## src/rtl/mem_bus_arbiter.sv

```systemverilog
// mem_bus_arbiter: shares one 16-bit SRAM bus between the instruction-fetch
// port and the data port. Each granted access runs a registered strobe
// sequence on the SRAM pins and finishes with a one-cycle ack carrying the
// read data. Stall requests follow the ports' pending state combinationally.
//
// Optional build macro MEM_ARB_FETCH_BUF_EN adds a one-entry fetch buffer
// that answers a repeated fetch from the last fetched address without an
// SRAM cycle. Any completed store invalidates it.
module mem_bus_arbiter #(
  parameter int WAIT_CYCLES = 1,   // strobe length in cycles, 1..7
  parameter int ADDR_W      = 16
) (
  input  logic              clk,
  input  logic              rst,
  // instruction-fetch port
  input  logic              if_req,
  input  logic [ADDR_W-1:0] if_addr,
  output logic [15:0]       if_rdata,
  output logic              if_ack,
  // data port
  input  logic              mem_req,
  input  logic              mem_we,
  input  logic [ADDR_W-1:0] mem_addr,
  input  logic [15:0]       mem_wdata,
  output logic [15:0]       mem_rdata,
  output logic              mem_ack,
  // pipeline stall requests
  output logic              stall_req_if,
  output logic              stall_req_mem,
  // SRAM pins
  output logic [ADDR_W-1:0] ram_addr,
  output logic [15:0]       ram_wdata,
  input  logic [15:0]       ram_rdata,
  output logic              ram_data_oe,
  output logic              ram_ce_n,
  output logic              ram_oe_n,
  output logic              ram_we_n
);

  typedef enum logic [2:0] {
    S_IDLE,
    S_RD_STB,
    S_WR_SETUP,
    S_WR_STB,
    S_ACK
  } state_t;

  localparam logic GRANT_IF  = 1'b0;
  localparam logic GRANT_MEM = 1'b1;
  // strobe counter runs 0..WAIT_CYCLES-1 inside a strobe state
  localparam logic [2:0] LAST_STB = 3'(WAIT_CYCLES - 1);

  state_t              r_state, w_state_next;
  logic                r_last_grant, w_last_grant_next;
  logic [2:0]          r_cnt, w_cnt_next;
  logic                r_if_ack, w_if_ack_next;
  logic                r_mem_ack, w_mem_ack_next;
  logic [15:0]         r_if_rdata, w_if_rdata_next;
  logic [15:0]         r_mem_rdata, w_mem_rdata_next;
  logic [ADDR_W-1:0]   r_ram_addr, w_ram_addr_next;
  logic [15:0]         r_ram_wdata, w_ram_wdata_next;
  logic                r_data_oe, w_data_oe_next;
  logic                r_ce_n, w_ce_n_next;
  logic                r_oe_n, w_oe_n_next;
  logic                r_we_n, w_we_n_next;

  logic                w_stb_last;
  logic                w_rd_done;
  logic                w_wr_done;
  logic                w_pick_mem;
  logic                w_fb_hit;
  logic [15:0]         w_fb_data;

  // A request is pending until its ack cycle
  assign stall_req_if  = if_req  & ~r_if_ack;
  assign stall_req_mem = mem_req & ~r_mem_ack;

  assign if_ack      = r_if_ack;
  assign mem_ack     = r_mem_ack;
  assign if_rdata    = r_if_rdata;
  assign mem_rdata   = r_mem_rdata;
  assign ram_addr    = r_ram_addr;
  assign ram_wdata   = r_ram_wdata;
  assign ram_data_oe = r_data_oe;
  assign ram_ce_n    = r_ce_n;
  assign ram_oe_n    = r_oe_n;
  assign ram_we_n    = r_we_n;

  assign w_stb_last = (r_cnt == LAST_STB);
  assign w_rd_done  = (r_state == S_RD_STB) && w_stb_last;
  assign w_wr_done  = (r_state == S_WR_STB) && w_stb_last;
  // MEM wins a tie unless it had the previous grant
  assign w_pick_mem = mem_req & (~if_req | (r_last_grant == GRANT_IF));

`ifdef MEM_ARB_FETCH_BUF_EN
  logic              r_fb_valid, w_fb_valid_next;
  logic [ADDR_W-1:0] r_fb_tag, w_fb_tag_next;
  logic [15:0]       r_fb_data, w_fb_data_next;

  // Only a lone fetch may be answered from the buffer
  assign w_fb_hit  = if_req & ~mem_req & r_fb_valid & (r_fb_tag == if_addr);
  assign w_fb_data = r_fb_data;

  // Refill on every finished SRAM fetch, drop on every finished store
  always_comb begin
    w_fb_valid_next = r_fb_valid;
    w_fb_tag_next   = r_fb_tag;
    w_fb_data_next  = r_fb_data;
    if (w_rd_done && (r_last_grant == GRANT_IF)) begin
      w_fb_valid_next = 1'b1;
      w_fb_tag_next   = r_ram_addr;
      w_fb_data_next  = ram_rdata;
    end
    if (w_wr_done) begin
      w_fb_valid_next = 1'b0;
    end
  end

  // Fetch buffer registers
  always_ff @(posedge clk) begin
    if (rst) begin
      r_fb_valid <= 1'b0;
      r_fb_tag   <= '0;
      r_fb_data  <= '0;
    end else begin
      r_fb_valid <= w_fb_valid_next;
      r_fb_tag   <= w_fb_tag_next;
      r_fb_data  <= w_fb_data_next;
    end
  end
`else
  assign w_fb_hit  = 1'b0;
  assign w_fb_data = 16'h0000;
`endif

  // Next state and next registered pin values; pins track the state they enter
  always_comb begin
    w_state_next      = r_state;
    w_last_grant_next = r_last_grant;
    w_cnt_next        = r_cnt;
    w_if_ack_next     = 1'b0;
    w_mem_ack_next    = 1'b0;
    w_if_rdata_next   = r_if_rdata;
    w_mem_rdata_next  = r_mem_rdata;
    w_ram_addr_next   = r_ram_addr;
    w_ram_wdata_next  = r_ram_wdata;
    w_data_oe_next    = r_data_oe;
    w_ce_n_next       = r_ce_n;
    w_oe_n_next       = r_oe_n;
    w_we_n_next       = r_we_n;

    unique case (r_state)
      S_IDLE: begin
        if (w_fb_hit) begin
          w_if_ack_next   = 1'b1;
          w_if_rdata_next = w_fb_data;
          w_state_next    = S_ACK;
        end else if (if_req | mem_req) begin
          w_last_grant_next = w_pick_mem ? GRANT_MEM : GRANT_IF;
          w_ram_addr_next   = w_pick_mem ? mem_addr : if_addr;
          w_ce_n_next       = 1'b0;
          w_cnt_next        = 3'd0;
          if (w_pick_mem && mem_we) begin
            w_ram_wdata_next = mem_wdata;
            w_data_oe_next   = 1'b1;
            w_state_next     = S_WR_SETUP;
          end else begin
            w_oe_n_next  = 1'b0;
            w_state_next = S_RD_STB;
          end
        end
      end

      S_RD_STB: begin
        if (w_stb_last) begin
          if (r_last_grant == GRANT_MEM) begin
            w_mem_rdata_next = ram_rdata;
            w_mem_ack_next   = 1'b1;
          end else begin
            w_if_rdata_next = ram_rdata;
            w_if_ack_next   = 1'b1;
          end
          w_oe_n_next  = 1'b1;
          w_ce_n_next  = 1'b1;
          w_state_next = S_ACK;
        end else begin
          w_cnt_next = r_cnt + 3'd1;
        end
      end

      S_WR_SETUP: begin
        w_we_n_next  = 1'b0;
        w_cnt_next   = 3'd0;
        w_state_next = S_WR_STB;
      end

      S_WR_STB: begin
        if (w_stb_last) begin
          // data stays driven through the ack cycle as hold time
          w_we_n_next    = 1'b1;
          w_ce_n_next    = 1'b1;
          w_mem_ack_next = 1'b1;
          w_state_next   = S_ACK;
        end else begin
          w_cnt_next = r_cnt + 3'd1;
        end
      end

      S_ACK: begin
        w_data_oe_next = 1'b0;
        w_state_next   = S_IDLE;
      end

      default: begin
        w_state_next = S_IDLE;
      end
    endcase
  end

  // State and output registers; reset idles every SRAM control at once
  always_ff @(posedge clk) begin
    if (rst) begin
      r_state      <= S_IDLE;
      r_last_grant <= GRANT_IF;
      r_cnt        <= 3'd0;
      r_if_ack     <= 1'b0;
      r_mem_ack    <= 1'b0;
      r_if_rdata   <= '0;
      r_mem_rdata  <= '0;
      r_ram_addr   <= '0;
      r_ram_wdata  <= '0;
      r_data_oe    <= 1'b0;
      r_ce_n       <= 1'b1;
      r_oe_n       <= 1'b1;
      r_we_n       <= 1'b1;
    end else begin
      r_state      <= w_state_next;
      r_last_grant <= w_last_grant_next;
      r_cnt        <= w_cnt_next;
      r_if_ack     <= w_if_ack_next;
      r_mem_ack    <= w_mem_ack_next;
      r_if_rdata   <= w_if_rdata_next;
      r_mem_rdata  <= w_mem_rdata_next;
      r_ram_addr   <= w_ram_addr_next;
      r_ram_wdata  <= w_ram_wdata_next;
      r_data_oe    <= w_data_oe_next;
      r_ce_n       <= w_ce_n_next;
      r_oe_n       <= w_oe_n_next;
      r_we_n       <= w_we_n_next;
    end
  end

endmodule
```

## config.mk

```make
export PLATFORM = sky130hd
export DESIGN_NAME = mem_bus_arbiter
export DESIGN_NICKNAME = d
export VERILOG_FILES = /design/src/rtl/mem_bus_arbiter.sv
export SDC_FILE = /design/constraint.sdc
export NUM_CORES = 1
export LEC_CHECK = 0
export ABC_AREA = 1
export CAP_MARGIN = 20
export CELL_PAD_IN_SITES_DETAIL_PLACEMENT = 1
export CELL_PAD_IN_SITES_GLOBAL_PLACEMENT = 2
export CORE_MARGIN = 2
export CORE_UTILIZATION = 21
export CTS_BUF_LIST = sky130_fd_sc_hd__clkbuf_16
export DETAILED_ROUTE_END_ITERATION = 7
export GPL_ROUTABILITY_DRIVEN = 0
export PLACE_DENSITY = 0.86
export SLEW_MARGIN = 15
export SYNTH_ARGS = -nofsm -noshare
export SYNTH_HDL_FRONTEND = slang
export SYNTH_SLANG_ARGS = --single-unit
```

## constraint.sdc

```tcl
create_clock -name clk -period 1.8 [get_ports clk]
set_input_delay 0.36 -clock clk [delete_from_list [all_inputs] [get_ports clk]]
set_output_delay 0.36 -clock clk [all_outputs]
set_load 0.005 [all_outputs]
```

==> flow_metrics.env, run 1 <==
export IMPL_ant_nets=0
export IMPL_path_buf_inv=1
export IMPL_grt_total_usage_pct=14.3
export IMPL_cts_max_level=3
export IMPL_cts_setup_buffers=0
export IMPL_vias=3443
export IMPL_clk_latency_ns=0.35
export IMPL_grt_start_max_net_pins=33
export IMPL_tns_ns=0
export IMPL_min_path_type="in2reg"
export IMPL_grt_pass1_wl_mm=18.4
export IMPL_seq_area_frac_synth_pct=48.2
export IMPL_ys_ff_latch=77
export IMPL_synth_top_cell_by_area="dfxtp_1"
export IMPL_fin_crit_sh_pct=89.2
export IMPL_ioPinCount=141
export IMPL_cp_data_arrival_time_ns=1.24
export IMPL_synth_distinct_cells=22
export IMPL_ctsHoldBuffers=0
export IMPL_start_kind="flop"
export IMPL_fin_skew_ns=0.00760
export IMPL_powerDensity_nw_per_um2=1330
export IMPL_grt_ovfl_total=0
export IMPL_worstMarginPinSlew_ns=0.399
export IMPL_antenna_found_initial=0
export IMPL_drive_above_1_share_pct=7.26
export IMPL_maxSlewViolCount=0
export IMPL_max_freq_mhz=623
export IMPL_ys_warn_count=0
export IMPL_area_growth_pct=61.3
export IMPL_port_buffers=140
export IMPL_path_max_fanout=2
export IMPL_netlist_area_sq_um=3200
export IMPL_dp_cells=778
export IMPL_ys_top_cells_by_area="dfxtp_1 48%, nand2_1 18%, nor2_1 8.8%, a21oi_1 5.9%, nand3_1 4.2%"
export IMPL_cts_buffers=9
export IMPL_clk_path_buf_depth=2
export IMPL_crit_type="reg2out"
export IMPL_synth_edff_count=0
export IMPL_setup_viol=0
export IMPL_drt_initial_drc_count=66
export IMPL_die_y_microns=127
export IMPL_finalWirelength_mm=11.2
export IMPL_netlist_top_cells_count="153 x nand2_1, 77 x dfxtp_1, 75 x nor2_1"
export IMPL_synth_ff_type="dfxtp_1"
export IMPL_fin_cells=794
export IMPL_diodes=0
export IMPL_p_leak_nw=2.16
export IMPL_grt_pass1_vias=3780
export IMPL_maxCapViolCount=0
export IMPL_rows=45
export IMPL_rsz0062_at_grt="no"
export IMPL_cpMaxStageDelayCell="clkdlybuf4s50_1"
export IMPL_die_w_microns=127
export IMPL_drt_vias_per_instance=4.34
export IMPL_cts_root_buffer="clkbuf_16"
export IMPL_drtPass1Iterations=4
export IMPL_dieArea_sq_um=16200
export IMPL_slew_headroom_pct=73.3
export IMPL_coreArea_sq_um=15000
export IMPL_crit_family="buffers and inverters"
export IMPL_path_cells="clkdlybuf4s50_1"
export IMPL_layout_nets=672
export IMPL_syn_nets=528
export IMPL_yosysTopAreaCellShare_pct=48.2
export IMPL_cts_sinks=77
export IMPL_irDropWorstVdd_v=0.000474
export IMPL_cts_clk_slew_worst_paths_ns=0.06
export IMPL_period_needed_ns=1.60
export IMPL_wire_per_inst_microns=14.1
export IMPL_worst_setup_path_end_kind="output pin"
export IMPL_start_util_pct=21.3
export IMPL_postSynthAreaPerCell_sq_um=7.00
export IMPL_critPathMaxStageDelay_ns=0.56
export IMPL_drcViolationCount=0
export IMPL_yosysMostFrequentCell="nand2_1"
export IMPL_fin_util_pct=34.3
export IMPL_hold_viol=0
export IMPL_syn_inst=457
export IMPL_dpl_hpwl_mm=8.39
export IMPL_cts_tree="done"
export IMPL_worstPathRequired_ns=1.44
export IMPL_status="finished, final reports clean"
export IMPL_synthArstFlopShare_pct=0
[cells in the final DEF, fill, tap and decap left out]
cell and instances:
o21ai_1 10, nor2_1 75, o21ai_0 8, buf_2 1, dfxtp_1 77, nand3_1 27
ha_1 2, bufinv_16 2, clkinv_1 3, nand2_4 2, buf_4 12, clkbuf_16 9
clkinv_2 1, nand2_1 153, nand4_1 1, buf_12 1, nor3_4 1, nor2_2 1
a211oi_1 1, clkdlybuf4s50_1 137, inv_2 6, nand2_2 2, dlygate4sd2_1 2, clkinv_4 2
nor2_4 2, nor2_8 2, inv_1 28, a21oi_1 38
[cell families (layout without fill, tap and decap cells)]
family	count (synthesis)	after routing	share of synthesized area, %
adder cells (fa/ha/maj)	2	2	0.783
flip-flops	77	77	48.2
buffers and inverters	55	204	7.04
AO/OA/AOI/OAI	57	57	9.00
AND/OR/NAND/NOR	266	266	35.0
[registers in the layout, indices dropped and copies added, names as in the netlist]
| name | flops |
|---|---|
| ram_data_oe | 1 |
| r_cnt | 3 |
| r_last_grant | 1 |
| r_state | 3 |
| if_rdata | 16 |
| mem_rdata | 16 |
| ram_oe_n | 1 |
| ram_addr | 16 |
| if_ack | 1 |
| ram_wdata | 16 |
| ram_ce_n | 1 |
| ram_we_n | 1 |
| mem_ack | 1 |
[report_power, final]
group | leakage [nW] | internal, W | switching, W | total, W
logic | 1.37 | 0.00120 | 0.00141 | 0.00261
registers | 0.629 | 0.00210 | 0.000245 | 0.00234
clock network | 0.154 | 0.00121 | 0.000713 | 0.00192
[area by class of cell]
cell class	count	area (sq um)
inverters	35	131
multi-input cells	325	1430
well taps	188	235
flip-flops and latches	77	1540
fillers	1812	9880
repair buffers	153	1500
clock buffers	9	225
clock inverters	7	90.1
[path summary, 6_finish.rpt]
path | startpoint | to | slack (ns) | depth (start not counted)
setup / recovery | mem_rdata[2] | mem_rdata[2] | 0.20 | 1
hold / removal | rst | ram_data_oe | 0.28 | 2
setup reg to reg | r_cnt[0] | if_rdata[9] | 0.23 | 7
hold reg to reg | ram_ce_n | ram_ce_n | 0.46 | 2
[per-layer routing]
metal | routed length (microns) | global-route usage, % | up-vias
met5 | 0 | 0 | -
met4 | 169 | 4.07 | 0
met3 | 1030 | 7.16 | 16
met2 | 5560 | 26.3 | 101
met1 | 4410 | 14.2 | 1613
li1 | - | - | 1713
[timing repair]
item,in CTS,in global routing
endpoints found under the hold margin,0,0
resized for setup,2,0
setup endpoints to repair,2,0
[stage by stage]
step           hold WS [ns]  total power, W  area, sq um  setup WS (ns)
2_1_floorplan         0.451         0.00372         3200          0.443
3_3_place_gp          0.450         0.00493         4840        -0.0662
3_5_place_dp          0.447         0.00504         4840        -0.0993
4_1_cts               0.263         0.00701         5160          0.172
5_1_grt               0.280         0.00738         5160          0.112
6_report              0.281         0.00688         5160          0.195
(Power assumes the default switching activity.)
==> run 2: changes to the inputs <==
--- a/config.mk
+++ b/config.mk
@@ -12,8 +12,10 @@
 export CORE_MARGIN = 2
 export CORE_UTILIZATION = 21
 export CTS_BUF_LIST = sky130_fd_sc_hd__clkbuf_16
+export CTS_CLUSTER_SIZE = 30
 export DETAILED_ROUTE_END_ITERATION = 7
 export GPL_ROUTABILITY_DRIVEN = 0
+export HOLD_SLACK_MARGIN = 0.12
 export PLACE_DENSITY = 0.86
 export SLEW_MARGIN = 15
 export SYNTH_ARGS = -nofsm -noshare
==> results of run 2 <==
Same layout as run 1: the final DEF is identical, and so are final timing and power.
==> run 3: changes to the inputs <==
--- a/config.mk
+++ b/config.mk
@@ -5,18 +5,17 @@
 export SDC_FILE = /design/constraint.sdc
 export NUM_CORES = 1
 export LEC_CHECK = 0
-export ABC_AREA = 1
 export CAP_MARGIN = 20
 export CELL_PAD_IN_SITES_DETAIL_PLACEMENT = 1
 export CELL_PAD_IN_SITES_GLOBAL_PLACEMENT = 2
 export CORE_MARGIN = 2
-export CORE_UTILIZATION = 21
+export CORE_UTILIZATION = 26
 export CTS_BUF_LIST = sky130_fd_sc_hd__clkbuf_16
 export CTS_CLUSTER_SIZE = 30
 export DETAILED_ROUTE_END_ITERATION = 7
 export GPL_ROUTABILITY_DRIVEN = 0
 export HOLD_SLACK_MARGIN = 0.12
-export PLACE_DENSITY = 0.86
+export PLACE_DENSITY = 0.89
 export SLEW_MARGIN = 15
 export SYNTH_ARGS = -nofsm -noshare
 export SYNTH_HDL_FRONTEND = slang
==> run 3 against run 2 <==
Effect of this change:
- cell count shrank 11%
- non-clock buffer count grew 6
- worst hold slack gained 0.19 ns
- routed wire length shrank 1.0%
- utilization grew 6.1 points
- die area shrank 5.2%
- sequential cell count is the same
- combinational power shrank 49%
- via count shrank 4.2%
- clock skew shrank 0.0039 ns
- critical endpoint is now stall_req_mem
==> flow_metrics.env, run 3 <==
export IMPL_status="finished, final reports clean"
export IMPL_cts_root_buffer="clkbuf_16"
export IMPL_fin_crit_sh_pct=95.2
export IMPL_synthMuxAreaShare_pct=12.8
export IMPL_ioPinCount=141
export IMPL_cpMaxStageDelayCell="clkdlybuf4s50_1"
export IMPL_path_max_fanout=4
export IMPL_synth_xor_area_share_pct=0
export IMPL_grt_ovfl_total=0
export IMPL_fin_util_pct=40.4
export IMPL_grt_total_usage_pct=14.6
export IMPL_hold_end="ram_wdata[11]"
export IMPL_worstMarginPinSlew_ns=0.458
export IMPL_grt_pass1_wl_mm=17.5
export IMPL_tns_ns=0
export IMPL_cts_max_level=3
export IMPL_antenna_found_initial=0
export IMPL_area_growth_pct=50.8
export IMPL_yosysTopAreaCellShare_pct=41.1
export IMPL_drive_above_1_share_pct=11.9
export IMPL_start_kind="input port"
export IMPL_ant_nets=0
export IMPL_start_util_pct=26.8
export IMPL_maxSlewViolCount=0
export IMPL_clk_path_buf_depth=2
export IMPL_holdCritStartpoint="ram_wdata[11]"
export IMPL_ys_warn_count=0
export IMPL_period_needed_ns=1.71
export IMPL_clk_latency_ns=0.33
export IMPL_min_path_type="reg2reg"
export IMPL_drt_vias_per_instance=4.65
export IMPL_drt_initial_drc_count=143
export IMPL_die_y_microns=124
export IMPL_synth_edff_count=0
export IMPL_max_freq_mhz=584
export IMPL_hold_viol=0
export IMPL_rows=43
export IMPL_wire_per_inst_microns=15.6
export IMPL_ys_top_cells_by_area="dfxtp_1 41%, nand2b_1 14%, mux2i_1 13%, o221a_2 4.8%, nor2b_1 3.3%"
export IMPL_finalWirelength_mm=11.1
export IMPL_coreArea_sq_um=14000
export IMPL_dp_cells=695
export IMPL_synth_fa_ha_area_share_pct=0.668
export IMPL_synthArstFlopShare_pct=0
export IMPL_dieArea_sq_um=15400
export IMPL_cts_clk_slew_worst_paths_ns=0.06
export IMPL_fin_cells=709
export IMPL_path_cells="dlygate4sd2_1 -> nor2b_1 -> clkdlybuf4s50_1"
export IMPL_synth_ff_type="dfxtp_1"
export IMPL_netlist_top_cells_count="82 x nand2b_1, 77 x dfxtp_1, 48 x mux2i_1"
export IMPL_p_leak_nw=2.14
export IMPL_cts_tree="done"
export IMPL_grt_start_max_net_pins=110
export IMPL_layout_nets=597
export IMPL_drcViolationCount=0
export IMPL_synth_compound_area_share_pct=8.65
export IMPL_timing_rr_start="r_cnt[0]"
export IMPL_crit_type="in2out"
export IMPL_fin_skew_ns=0.00366
export IMPL_drtPass1Iterations=4
export IMPL_ys_ff_latch=77
export IMPL_irDropWorstVdd_v=0.000426
export IMPL_critPathMaxStageDelay_ns=0.51
export IMPL_synthSimpleGateAreaFrac_pct=31.1
export IMPL_syn_inst=391
export IMPL_layout_commonest_cell="clkdlybuf4s50_1"
export IMPL_powerDensity_nw_per_um2=931
export IMPL_yosysMostFrequentCell="nand2b_1"
export IMPL_cts_sinks=77
export IMPL_worstPathRequired_ns=1.44
export IMPL_reg2reg_to="mem_rdata[5]"
export IMPL_synth_top_family_by_area="simple AND/OR/NAND/NOR gates"
export IMPL_seq_area_frac_synth_pct=41.1
export IMPL_rsz0062_at_grt="no"
export IMPL_setup_viol=0
export IMPL_synth_top_cell_by_area="dfxtp_1"
export IMPL_port_buffers=140
export IMPL_vias=3300
export IMPL_r2r_setup_slack_ns=0.11
export IMPL_slew_headroom_pct=69.4
export IMPL_syn_nets=462
export IMPL_final_cell_mix="137 x clkdlybuf4s50_1, 82 x nand2b_1, 77 x dfxtp_1"
export IMPL_die_w_microns=124
export IMPL_cts_setup_buffers=0
export IMPL_maxCapViolCount=0
export IMPL_dpl_hpwl_mm=7.99
export IMPL_postSynthAreaPerCell_sq_um=9.58
export IMPL_diodes=0
export IMPL_worst_setup_path_end_kind="output pin"
export IMPL_netlist_area_sq_um=3750
export IMPL_cp_data_arrival_time_ns=1.35
export IMPL_synth_distinct_cells=40
export IMPL_hold_depth=2
export IMPL_grt_pass1_vias=3577
export IMPL_ff2ff_path_depth=6
export IMPL_cts_buffers=9
run 3: cell types whose count changed in the layout (fill, tap and decap cells not counted), sizes merged, moves of 18 or more:
cell | previous run | this run
nor2b | 0 | 20
nor3 | 1 | 19
nand3 | 27 | 0
nor2 | 80 | 23
inv | 34 | 2
nand2b | 0 | 83
nand2 | 157 | 19
mux2i | 0 | 48
a21oi | 38 | 6
run 3: where the power goes:
part	switching, W	internal [W]
Sequential	0.000150	0.00188
Clock	0.000703	0.00119
Combinational	0.000548	0.000783
Total	0.00140	0.00386
run 3: how the worst max path moves through the flow:
stage / slack, ns / endpoint / depth (start not counted) / from
final: 0.09 / stall_req_mem / 3 / mem_req
after global routing: 0.01 / stall_req_mem / 3 / mem_req
after CTS: 0.03 / mem_rdata[5] / 6 / r_cnt[0]
after detailed placement: -0.26 / ram_wdata[2] / 6 / mem_req
after global placement: -0.20 / ram_wdata[12] / 6 / mem_req
after floorplan: 0.25 / mem_rdata[10] / 7 / r_cnt[0]
run 3: layer usage:
metal  part of all wire [%]  track usage [%]  wire, microns  vias to the layer above
met5                      0                0              0                        -
met4                    1.4             5.90            153                        0
met3                    5.0             3.25            549                       11
met2                     50             25.0           5530                       92
met1                     44             17.6           4820                     1583
li1                       -                -              -                     1614
run 3: cell type report:
cell class / count / area [sq um]
multi-input combinational: 277 / 2000
sequential: 77 / 1540
timing repair buffer: 159 / 1580
clock buffer: 9 / 225
inverter: 2 / 7.51
tap: 180 / 225
fill: 1594 / 8340
clock inverter: 5 / 77.6
run 3: cell families after synthesis:
logic type | Yosys count
AO/OA/AOI/OAI | 36
adder cells (fa/ha/maj) | 2
buffers and inverters | 37
flip-flops | 77
multiplexers | 48
AND/OR/NAND/NOR | 191
run 3: worst max-delay path: cells and delay by family:
kind,cells,cell delay [ns]
buf+inv,2,0.81
simple gates,1,0.18
run 3: timing repair:
action | CTS | global route
endpoints found under the setup margin | 2 | 10
hold buffers | 0 | 0
resized for setup | 3 | 1
run 3: through the flow:
stage | setup slack (ns) | power [W] | hold slack, ns | cell area, sq um
global placement | -0.200 | 0.00337 | 0.449 | 5340
finish | 0.0864 | 0.00526 | 0.474 | 5650
floorplan | 0.248 | 0.00274 | 0.461 | 3750
CTS | 0.0270 | 0.00535 | 0.478 | 5650
detailed placement | -0.262 | 0.00341 | 0.458 | 5340
global route | 0.0148 | 0.00555 | 0.496 | 5650
